--- config.mk ---
export PLATFORM = sky130hd
export DESIGN_NAME = rx_os_sequencer
export DESIGN_NICKNAME = d
export VERILOG_FILES = /design/src/rtl/rx_os_pkg.sv /design/src/rtl/rx_os_symbol_gen.sv /design/src/rtl/rx_os_sequencer.sv
export SDC_FILE = /design/constraint.sdc
export NUM_CORES = 1
export LEC_CHECK = 0
export CORE_UTILIZATION = 26
export CTS_BUF_LIST = sky130_fd_sc_hd__clkbuf_8
export DETAILED_ROUTE_END_ITERATION = 10
export GPL_ROUTABILITY_DRIVEN = 0
export PLACE_DENSITY_LB_ADDON = 0.1
export SYNTH_ARGS = -nofsm -noshare
export SYNTH_HDL_FRONTEND = slang
export SYNTH_SLANG_ARGS = --single-unit
--- constraint.sdc ---
create_clock -name clk -period 2.45 [get_ports clk]
set_clock_uncertainty 0.1 [all_clocks]
set_input_delay 0.3675 -clock clk [delete_from_list [all_inputs] [get_ports clk]]
set_output_delay 0.3675 -clock clk [all_outputs]
set_load 0.02 [all_outputs]
--- src/rtl/rx_os_pkg.sv ---
// Shared types, symbol constants and LTSSM-to-ordered-set mapping for the rx ordered-set sequencer.
package rx_os_pkg;

    typedef enum logic [4:0] {
        DETECT_QUIET            = 5'h00,
        DETECT_ACTIVE           = 5'h01,
        POLLING_ACTIVE          = 5'h02,
        POLLING_COMPLIANCE      = 5'h03,
        POLLING_CONFIG          = 5'h04,
        CONFIG_LINKWIDTH_START  = 5'h05,
        CONFIG_LINKWIDTH_ACCEPT = 5'h06,
        CONFIG_LANENUM_WAIT     = 5'h07,
        CONFIG_LANENUM_ACCEPT   = 5'h08,
        CONFIG_COMPLETE         = 5'h09,
        CONFIG_IDLE             = 5'h0A,
        L0                      = 5'h0B,
        RECOVERY_RCVRLOCK       = 5'h0C
    } ltssm_state_t;

    localparam logic [7:0] COM       = 8'hBC;
    localparam logic [7:0] SKP       = 8'h1C;
    localparam logic [7:0] PAD       = 8'hF7;
    localparam logic [7:0] TS1_ID    = 8'h4A;
    localparam logic [7:0] TS2_ID    = 8'h45;
    localparam logic [7:0] N_FTS_DEF = 8'hFF;
    localparam logic [7:0] RATE_DEF  = 8'h02;

    typedef enum logic [1:0] {OS_IDLE, OS_TS1, OS_TS2, OS_SKP} os_type_t;

    // How the TS link/lane fields are filled for a given LTSSM state.
    typedef enum logic [1:0] {FM_PAD_PAD, FM_LINK_PAD, FM_LINK_LANE} field_mode_t;

    typedef enum logic [1:0] {ST_IDLE, ST_TS, ST_SKP} seq_state_t;

    function automatic field_mode_t ts_field_mode(input ltssm_state_t s);
        case (s)
            CONFIG_LINKWIDTH_START, CONFIG_LINKWIDTH_ACCEPT: return FM_LINK_PAD;
            CONFIG_LANENUM_ACCEPT, CONFIG_COMPLETE:          return FM_LINK_LANE;
            default:                                         return FM_PAD_PAD;
        endcase
    endfunction

    function automatic os_type_t ts_type(input ltssm_state_t s);
        case (s)
            POLLING_ACTIVE, CONFIG_LINKWIDTH_START,
            CONFIG_LINKWIDTH_ACCEPT, CONFIG_LANENUM_ACCEPT: return OS_TS1;
            POLLING_CONFIG, CONFIG_COMPLETE:                return OS_TS2;
            default:                                        return OS_IDLE;
        endcase
    endfunction

endpackage

--- src/rtl/rx_os_symbol_gen.sv ---
// Combinational lookup of one ordered-set symbol and its K flag from type, index and field mode.
module rx_os_symbol_gen
    import rx_os_pkg::*;
(
    input  os_type_t    os_type,
    input  logic [3:0]  sym_idx,
    input  field_mode_t field_mode,
    input  logic [7:0]  link_num,
    input  logic [7:0]  lane_idx,
    output logic [7:0]  sym,
    output logic        k
);

    always_comb begin
        sym = 8'h00;
        k   = 1'b0;
        case (os_type)
            OS_TS1, OS_TS2: begin
                case (sym_idx)
                    4'd0: begin
                        sym = COM;
                        k   = 1'b1;
                    end
                    4'd1: begin
                        if (field_mode == FM_PAD_PAD) begin
                            sym = PAD;
                            k   = 1'b1;
                        end else begin
                            sym = link_num;
                        end
                    end
                    4'd2: begin
                        if (field_mode == FM_LINK_LANE) begin
                            sym = lane_idx;
                        end else begin
                            sym = PAD;
                            k   = 1'b1;
                        end
                    end
                    4'd3: sym = N_FTS_DEF;
                    4'd4: sym = RATE_DEF;
                    4'd5: sym = 8'h00;
                    default: sym = (os_type == OS_TS1) ? TS1_ID : TS2_ID;
                endcase
            end
            OS_SKP: begin
                sym = (sym_idx == 4'd0) ? COM : SKP;
                k   = 1'b1;
            end
            default: begin
                sym = 8'h00;
                k   = 1'b0;
            end
        endcase
    end

endmodule

--- src/rtl/rx_os_sequencer.sv ---
// Replays TS1/TS2 (and SKP with RX_OS_SKP_INSERT_EN) ordered sets into the MAC rx port.
// Outputs registered, symbol 0 one beat after the type is sampled; no backpressure, free-running.
module rx_os_sequencer
    import rx_os_pkg::*;
#(
    parameter int NUM_LANES    = 4,
    parameter int SYM_PER_CLK  = 1,
    parameter int SKP_INTERVAL = 8
) (
    input  logic                               clk,
    input  logic                               p2md_rstn,
    input  logic                               en_n,
    input  ltssm_state_t                       ltssm_state,
    input  logic [7:0]                         link_num,
    output logic [NUM_LANES*SYM_PER_CLK*8-1:0] rxdata,
    output logic [NUM_LANES*SYM_PER_CLK-1:0]   rxdatak,
    output logic [NUM_LANES-1:0]               rxvalid,
    output logic                               os_done,
    output logic [15:0]                        os_count
);

    localparam int         NSYM = NUM_LANES * SYM_PER_CLK;
    localparam logic [4:0] STEP = 5'(SYM_PER_CLK);

    seq_state_t           state, state_d;
    logic [3:0]           ptr, ptr_d;
    os_type_t             cur_type, type_d, sample_type;
    field_mode_t          cur_mode, mode_d;
    logic [7:0]           cur_link, link_d;
    logic [4:0]           ptr_end;
    logic                 os_last;
    logic                 skp_due;
    logic [NSYM*8-1:0]    gen_dat, rxdata_d;
    logic [NSYM-1:0]      gen_k, rxdatak_d;
    logic [NUM_LANES-1:0] rxvalid_d;
    logic                 os_done_d;
    logic [15:0]          os_count_d;

    assign ptr_end     = {1'b0, ptr} + STEP;
    assign os_last     = ((state == ST_TS) && (ptr_end == 5'd16)) ||
                         ((state == ST_SKP) && (ptr_end == 5'd4));
    assign sample_type = ts_type(ltssm_state);

`ifdef RX_OS_SKP_INSERT_EN
    localparam logic [7:0] SKP_LAST = 8'(SKP_INTERVAL - 1);

    logic [7:0] skp_cnt, skp_cnt_d;

    // A due SKP wins over whatever the LTSSM asks for at this boundary.
    assign skp_due = (state == ST_TS) && os_last && (skp_cnt == SKP_LAST);

    always_comb begin
        skp_cnt_d = skp_cnt;
        if ((state == ST_IDLE) || skp_due) begin
            skp_cnt_d = '0;
        end else if (os_last) begin
            skp_cnt_d = ((state == ST_TS) && (sample_type != OS_IDLE)) ? skp_cnt + 8'd1 : '0;
        end
    end

    always_ff @(posedge clk) begin
        if (!p2md_rstn || en_n) begin
            skp_cnt <= '0;
        end else begin
            skp_cnt <= skp_cnt_d;
        end
    end
`else
    assign skp_due = 1'b0;

    if (SKP_INTERVAL < 1) begin : g_skp_interval_ignored
    end
`endif

    // State register, including the registered outputs.
    always_ff @(posedge clk) begin
        if (!p2md_rstn || en_n) begin
            state    <= ST_IDLE;
            ptr      <= '0;
            cur_type <= OS_IDLE;
            cur_mode <= FM_PAD_PAD;
            cur_link <= '0;
            rxdata   <= '0;
            rxdatak  <= '0;
            rxvalid  <= '0;
            os_done  <= 1'b0;
            os_count <= '0;
        end else begin
            state    <= state_d;
            ptr      <= ptr_d;
            cur_type <= type_d;
            cur_mode <= mode_d;
            cur_link <= link_d;
            rxdata   <= rxdata_d;
            rxdatak  <= rxdatak_d;
            rxvalid  <= rxvalid_d;
            os_done  <= os_done_d;
            os_count <= os_count_d;
        end
    end

    // Type, field mode and link number are captured together so an OS never mixes states.
    always_comb begin
        state_d = state;
        ptr_d   = ptr;
        type_d  = cur_type;
        mode_d  = cur_mode;
        link_d  = cur_link;
        if (skp_due) begin
            state_d = ST_SKP;
            ptr_d   = '0;
            type_d  = OS_SKP;
        end else if ((state == ST_IDLE) || os_last) begin
            ptr_d   = '0;
            type_d  = sample_type;
            mode_d  = ts_field_mode(ltssm_state);
            link_d  = link_num;
            state_d = (sample_type == OS_IDLE) ? ST_IDLE : ST_TS;
        end else begin
            ptr_d = ptr + STEP[3:0];
        end
    end

    always_comb begin
        rxdata_d   = '0;
        rxdatak_d  = '0;
        rxvalid_d  = '0;
        os_done_d  = os_last;
        os_count_d = os_count + {15'd0, os_last};
        if (state != ST_IDLE) begin
            rxdata_d  = gen_dat;
            rxdatak_d = gen_k;
            rxvalid_d = '1;
        end
    end

    for (genvar l = 0; l < NUM_LANES; l++) begin : g_lane
        for (genvar s = 0; s < SYM_PER_CLK; s++) begin : g_sym
            rx_os_symbol_gen u_gen (
                .os_type    (cur_type),
                .sym_idx    (ptr + 4'(s)),
                .field_mode (cur_mode),
                .link_num   (cur_link),
                .lane_idx   (8'(l)),
                .sym        (gen_dat[(l*SYM_PER_CLK+s)*8 +: 8]),
                .k          (gen_k[l*SYM_PER_CLK+s])
            );
        end
    end

endmodule

==> summary.txt, run 1 <==
Layout
  – Layout area overhead: 32.05%
  – Layout cells sized above 1: 9.148%
  – Ant. Diodes: 0
  – Area of the multi-input gates: 1161 um2
  – Storage cell area: 920.9 um2
  – Final nets: around 340
  – Fillers: 934
  – Most frequent cells in the layout: 72 x clkdlybuf4s50_1, 46 x dfxtp_1, 33 x nor2_1
  – Commonest non-fill, non-tap cell in the layout: clkdlybuf4s50_1

Clock tree
  – Hold buffers post-CTS: 0
  – Clock sinks: 46
  – CTS root buf: clkbuf_8
  – Num CTS Buffers: 5
  – CTS tree: done
  – H-tree depth: 2
  – Later-pin clock latency in the skew report: 290 ps
  – Post CTS Setup Buffer Count: 0
  – Post_cts resized: 0
  – Clk slew on worst S/H paths: 90 ps
  – Max Root-Sink Buffers: 2

Floorplan
  – Io pins: 73
  – Die X: 97.55 um
  – Die Y: 97.55 um
  – FP Rows: 34
  – Die ar.: 9515 um2
  – Core area: between 8000 and 9000 um2
  – Initial Utilization: between 20% and 30%

Run status
  – Status: finished clean

Yosys
  – Syn_nets: 291
  – Avg Cell Area, Syn: 8.923 um2
  – Synth warnings: 0
  – Post-synth top flop: dfxtp_1
  – Yosys cell types: between 50 and 60
  – Cell count after synthesis: 266
  – #FFs+latches synth: 46
  – Post-synth EDFFs: 0
  – Register area share after synthesis: 38.80%
  – Post-synthesis cell area: 2374 um2
  – Async SR Flop Fraction: 0%

Min path
  – Hold Crit Class: reg2reg
  – WHS Path Cells: 1

Timing
  – # setup viols final: 0
  – Max Slew Vio Count: 0
  – TNS Setup: 0 ps
  – PnR worst setup slack: 259.4 ps
  – Max Clk Rate: 456.5 MHz
  – Worst Tran Pin Value: ~480 ps
  – Worst-case hold slack: approximately 380 ps
  – Crit path time final: 2191 ps
  – Relative slew slack: 67.97%
  – RSZ-0062 raised after global routing: no
  – Hold Violations, Final: 0
  – Final period utilization: 89.41%

Setup path
  – Worst Setup Path Type: reg2reg
  – Reg2Reg Depth: 9
  – CP max FO: 5
  – CP arrival: 2290 ps
  – Crit path capture type: flip-flop
  – Worst Path Required: around 2600 ps
  – Startpoint Class: flip-flop

Drt
  – Vias: 1916
  – DRT antenna net count: 0
  – Post-DR wirelength/cell: 12.70 um
  – Post-Route WL: between 5000 and 6000 um
  – Drt pass-1 iters: 4
  – Drt drc: 0
  – Iteration-0 DRC Markers: 67
  – Post-DR vias/cell: 4.508

Placed design
  – Place WS: 257.9 ps
  – Post-DP HPWL: 4298 um
  – Port bufs: 72

Global route
  – Global Route Usage Sum: 11.53%
  – Gr ovfl total: 0
  – Antenna violations before repair: 0
  – Largest net degree at the start of global routing: 15
  – First-pass GRT wire length: 8742 um
  – Number of global-route vias before repair: 1729

Run
  – Max Cap Viol: 0

Power
  – Pwr Density: 447.6 nW/um2
  – P_leak: 1.156 nW
  – Peak VDD IR: 0.3052 mV
## through the flow
step                      area [um2]  util, %  power (W)  cells
after floorplan                 2374        -  0.0008187    266
after global placement          3024    34.51  0.0008626    417
after detailed placement        3024    34.51  0.0008626    417
after CTS                       3134    35.77   0.001433    425
after global routing            3134    35.77   0.001465    425
final                           3134    35.77   0.001403    425
## cells in the mapped netlist (all sizes together), types with 2 or more instances
master,number,share of area (%)
a2111oi,2,1.3
o21ai,11,2.3
o221a,2,0.95
nand3,13,3.0
mux2i,7,3.0
nand4,3,1.4
nor2,33,5.2
a21oi,13,2.7
and3,4,1.3
nor2b,2,0.53
nand2,18,2.8
ha,9,4.7
dfxtp,46,39
o22ai,2,0.79
nor4,4,1.1
xor2,3,1.1
xnor2,12,4.4
and2,3,0.79
clkbuf,3,0.47
nand2b,4,1.1
buf,33,10
o21a,5,1.6
a211oi,2,0.63
a31o,2,1.1
nor3,5,1.1
inv,9,1.4
## report_power, final
group / switching [W] / internal [W] / total (W)
Clock: 0.000258 / 0.000300 / 0.000559
Combinational: 0.0000406 / 0.0000439 / 0.0000845
Sequential: 0.00000506 / 0.000755 / 0.000760
Total: 0.000304 / 0.00110 / 0.00140
## layer usage
layer | vias up | GRT usage, % | routed length [um]
li1 | 988 | - | -
met1 | 871 | 16.00 | 2718
met2 | 51 | 17.64 | 2383
met3 | 6 | 2.518 | 222
met4 | 0 | 3.733 | 74
met5 | - | 0 | 0
## worst max-delay path: stages (launching register included)
cell and delay [ps]:
dfxtp_1 400, and3_4 240, nand3_2 80, nor2_1 100
ha_1 220, ha_1 250, nand2_1 140, nor4_1 360
xnor2_1 160, nor2_1 50
## final timing paths
kind,slack [ps],from,to
hold / removal,380,ptr[0]$_SDFF_PP0_,ptr[0]$_SDFF_PP0_
hold reg to reg,380,ptr[0]$_SDFF_PP0_,ptr[0]$_SDFF_PP0_
setup reg to reg,260,ptr[0]$_SDFF_PP0_,os_count[12]$_SDFF_PP0_
setup / recovery,260,ptr[0]$_SDFF_PP0_,os_count[12]$_SDFF_PP0_
## sequential cells by signal, indices dropped and copies added (netlist names)
register / cells
os_count: 16
rxdata: 10
cur_link: 8
ptr: 4
cur_mode: 2
cur_type: 2
os_done: 1
rxdatak: 1
rxvalid: 1
state: 1
## cell families after synthesis
family          Yosys count  share of synthesized area, %
simple gates             97                         21.61
compound gates           47                         14.08
flops                    46                         38.80
buf+inv                  45                         12.28
xor+xnor                 15                         5.535
fa+ha+maj                 9                         4.744
mux                       7                         2.952
## area by class of cell
cell class              count  area share [%]
well taps                 108           4.311
clock inverters             3           1.317
multi-input cells         175           37.05
repair buffers             79           24.67
flip-flops and latches     46           29.38
clock buffers               5           2.196
inverters                   9           1.078
No activity file was read; power rests on OpenSTA's default activity.
==> run 2, diff against run 1 <==
--- a/config.mk
+++ b/config.mk
@@ -5,6 +5,7 @@
 export SDC_FILE = /design/constraint.sdc
 export NUM_CORES = 1
 export LEC_CHECK = 0
+export CORE_MARGIN = 2
 export CORE_UTILIZATION = 26
 export CTS_BUF_LIST = sky130_fd_sc_hd__clkbuf_8
 export DETAILED_ROUTE_END_ITERATION = 10
==> run 2 against run 1 <==
Effect of this change:
- via count shrank 1.5%
- clock power is 14% lower
- die area grew 4.1%
- global-route usage is 0.29 points lower
- largest cell class unchanged
- final area shrank 0.24%
- largest power group unchanged
- sequential share of layout area rose by 0.071 points
- combinational power grew 0.5%
- first-iteration DRC count fell by 1.5%
==> summary.txt, run 2 (synthesis results as in run 1) <==
Run status
  – Status: finished clean

Placed design
  – Port bufs: 72 (unchanged)
  – Post-DP HPWL: 4265 um (-0.77%)
  – Place WS: 208.0 ps (-49.83 ps)
  – Placed Cells: 418 (+0.24%)

Clock tree
  – H-tree depth: 2 (unchanged)
  – Clk slew on worst S/H paths: 90 ps (about the same)
  – CTS tree: done
  – CTS root buf: clkbuf_8
  – Clock sinks: 46 (unchanged)
  – Post CTS Setup Buffer Count: 0 (unchanged)
  – Max Root-Sink Buffers: 2 (unchanged)
  – Num CTS Buffers: 5 (unchanged)
  – Hold buffers post-CTS: 0 (unchanged)
  – Post_cts resized: 0 (unchanged)
  – Later-pin clock latency in the skew report: 300 ps (about the same)

Layout
  – Ant. Diodes: 0 (unchanged)
  – Max reg flops: 16 (unchanged)
  – Largest register by flop count: os_count
  – Post-route insts no fill: 426 (+0.24%)
  – Commonest non-fill, non-tap cell in the layout: clkdlybuf4s50_1
  – Most frequent cells in the layout: 72 x clkdlybuf4s50_1, 46 x dfxtp_1, 33 x nor2_1
  – Fillers: 903 (-3.3%)
  – Layout area overhead: 31.73%
  – Biggest registers after layout: os_count: 16 flops, rxdata: 10 flops, cur_link: 8 flops
  – Layout cells sized above 1: 9.748% (+0.60 points)
  – Final nets: 342 (+0.29%)

Timing
  – Worst Tran Pin Value: 460.8 ps (-17.89 ps)
  – Relative slew slack: 69.16% (+1.2 points)
  – Hold Violations, Final: 0 (unchanged)
  – Max Slew Vio Count: 0 (unchanged)
  – Final period utilization: 91.86% (+2.4 points)
  – # setup viols final: 0 (unchanged)
  – PnR worst setup slack: 199.5 ps (-59.91 ps)
  – TNS Setup: 0 ps (unchanged)
  – Max Clk Rate: 444.3 MHz (-2.7%)
  – RSZ-0062 raised after global routing: no
  – Crit path time final: 2251 ps (+59.91 ps)

Power
  – Peak VDD IR: 0.1842 mV (-40%)
  – Switching share of power: 22.52% (+0.85 points)
  – Cell Int Power: 0.001026 W (-6.6%)
  – Comb power frac: 6.4% (+0.4 points)
  – Net Switching: 0.0002983 W (-1.9%)
  – Sequential power share: 57.3% (+3.2 points)
  – Pwr Density: 423.7 nW/um2 (-5.3%)
  – Clock group share of total power: 36.2% (-3.6 points)
  – P_leak: 1.153 nW (-0.28%)

Setup path
  – Cell family with most CP delay: simple AND/OR/NAND/NOR gates
  – Startpoint Class: flip-flop
  – FF-to-FF End: os_count[12]$_SDFF_PP0_
  – Crit path capture type: flip-flop
  – Worst path depth: 9 (unchanged)
  – CP max FO: 5 (unchanged)
  – CP cell instances: and3_4, nand3_2, nor2_1, ha_1, ha_1, nand2_1, nor4_1, xnor2_1, nor2_1
  – Worst Setup Path Type: reg2reg
  – CP endpoint: os_count[12]$_SDFF_PP0_
  – Slowest-stage cell, CP: dfxtp_1
  – Worst Path Required: 2540 ps (about the same)
  – Launch point of the critical path: ptr[0]$_SDFF_PP0_
  – Max stage delay on crit path: 420 ps (+20 ps)
  – Reg2Reg Depth: 9 (unchanged)
  – CP bufs+invs: 0 (unchanged)
  – R2R Path Start: ptr[0]$_SDFF_PP0_
  – CP arrival: 2340 ps (+50 ps)
  – R2R setup slack: 200 ps (-60 ps)

Drt
  – Vias: 1887 (-1.5%)
  – Drt drc: 0 (unchanged)
  – Post-DR vias/cell: 4.430 (-1.7%)
  – Post-Route WL: 5369 um (-0.54%)
  – Post-DR wirelength/cell: 12.60 um (-0.77%)
  – DRT antenna net count: 0 (unchanged)
  – Iteration-0 DRC Markers: 66 (-1.5%)
  – Drt pass-1 iters: 4 (unchanged)

Global route
  – First-pass GRT wire length: 8942 um (+2.3%)
  – Antenna violations before repair: 0 (unchanged)
  – Largest net degree at the start of global routing: 15 (unchanged)
  – Gr ovfl total: 0 (unchanged)
  – Number of global-route vias before repair: 1744 (+0.87%)
  – Global Route Usage Sum: 11.24% (-0.29 points)

Run
  – Max Cap Viol: 0 (unchanged)

Floorplan
  – Initial Utilization: 26.95% (-0.13 points)
  – Io pins: 73 (unchanged)
  – Core area: 8806 um2 (+0.49%)
  – FP Rows: 34 (unchanged)
  – Die Y: 99.55 um (+2.1%)
  – Die ar.: 9909 um2 (+4.1%)
  – Die X: 99.55 um (+2.1%)

Min path
  – Hold Crit Class: reg2reg
==> run 2: cell type report <==
class                   count  area (um2)  share of cell area [%]
multi-input cells         175        1161                   37.13
flip-flops and latches     46       920.9                   29.45
clock inverters             2       12.51                  0.4002
inverters                   9       33.78                   1.080
well taps                 108       135.1                   4.322
repair buffers             80       780.7                   24.97
clock buffers               6       82.58                   2.641
==> run 2: power groups by stage <==
| stage | sequential, W | clock [W] | combinational [W] |
|---|---|---|---|
| after floorplan | 0.000775 | 0 | 0.0000434 |
| after global placement | 0.000778 | 0 | 0.0000864 |
| after detailed placement | 0.000778 | 0 | 0.0000863 |
| after CTS | 0.000760 | 0.000507 | 0.0000868 |
| after global routing | 0.000761 | 0.000542 | 0.0000943 |
| final | 0.000760 | 0.000480 | 0.0000849 |
==> run 2: worst register-to-register path, delay by kind of cell (launching register included) <==
| kind | cells | cell delay [ps] |
|---|---|---|
| AND/OR/NAND/NOR | 6 | 960 |
| adder cells (fa/ha/maj) | 2 | 510 |
| flip-flops | 1 | 420 |
| XOR/XNOR | 1 | 160 |
==> run 2: worst min path at each step <==
stage                                        start                        to  depth (start not counted)
after CTS                 cur_link[7]$_SDFFE_PP0P_  cur_link[7]$_SDFFE_PP0P_                          2
after detailed placement   os_count[15]$_SDFF_PP0_   os_count[15]$_SDFF_PP0_                          2
after global routing       os_count[15]$_SDFF_PP0_   os_count[15]$_SDFF_PP0_                          2
after floorplan                  ptr[0]$_SDFF_PP0_         ptr[0]$_SDFF_PP0_                          1
final                     cur_link[7]$_SDFFE_PP0P_  cur_link[7]$_SDFFE_PP0P_                          2
after global placement           ptr[0]$_SDFF_PP0_         ptr[0]$_SDFF_PP0_                          1
==> run 2: through the flow <==
step	instance area (um2)	utilization (%)	total power [W]	hold slack, ps
floorplan	2374	-	0.0008187	344.8
global placement	3032	34.43	0.0008641	370.1
detailed placement	3032	34.43	0.0008640	385.5
CTS	3127	35.51	0.001354	399.5
global route	3127	35.51	0.001397	413.5
finish	3127	35.51	0.001325	396.5
==> run 2: routing by layer <==
layer	GRT usage [%]	vias up	wire length [um]
met5	0	-	0
met4	3.161	0	55
li1	-	993	-
met3	2.600	4	192
met1	15.57	835	2751
met2	17.52	55	2370
==> run 3, diff against run 2 <==
--- a/config.mk
+++ b/config.mk
@@ -11,6 +11,7 @@
 export DETAILED_ROUTE_END_ITERATION = 10
 export GPL_ROUTABILITY_DRIVEN = 0
 export PLACE_DENSITY_LB_ADDON = 0.1
+export SKIP_LAST_GASP = 1
 export SYNTH_ARGS = -nofsm -noshare
 export SYNTH_HDL_FRONTEND = slang
 export SYNTH_SLANG_ARGS = --single-unit
==> results of run 3 <==
Final layout, timing and power as in run 2 (identical DEF).
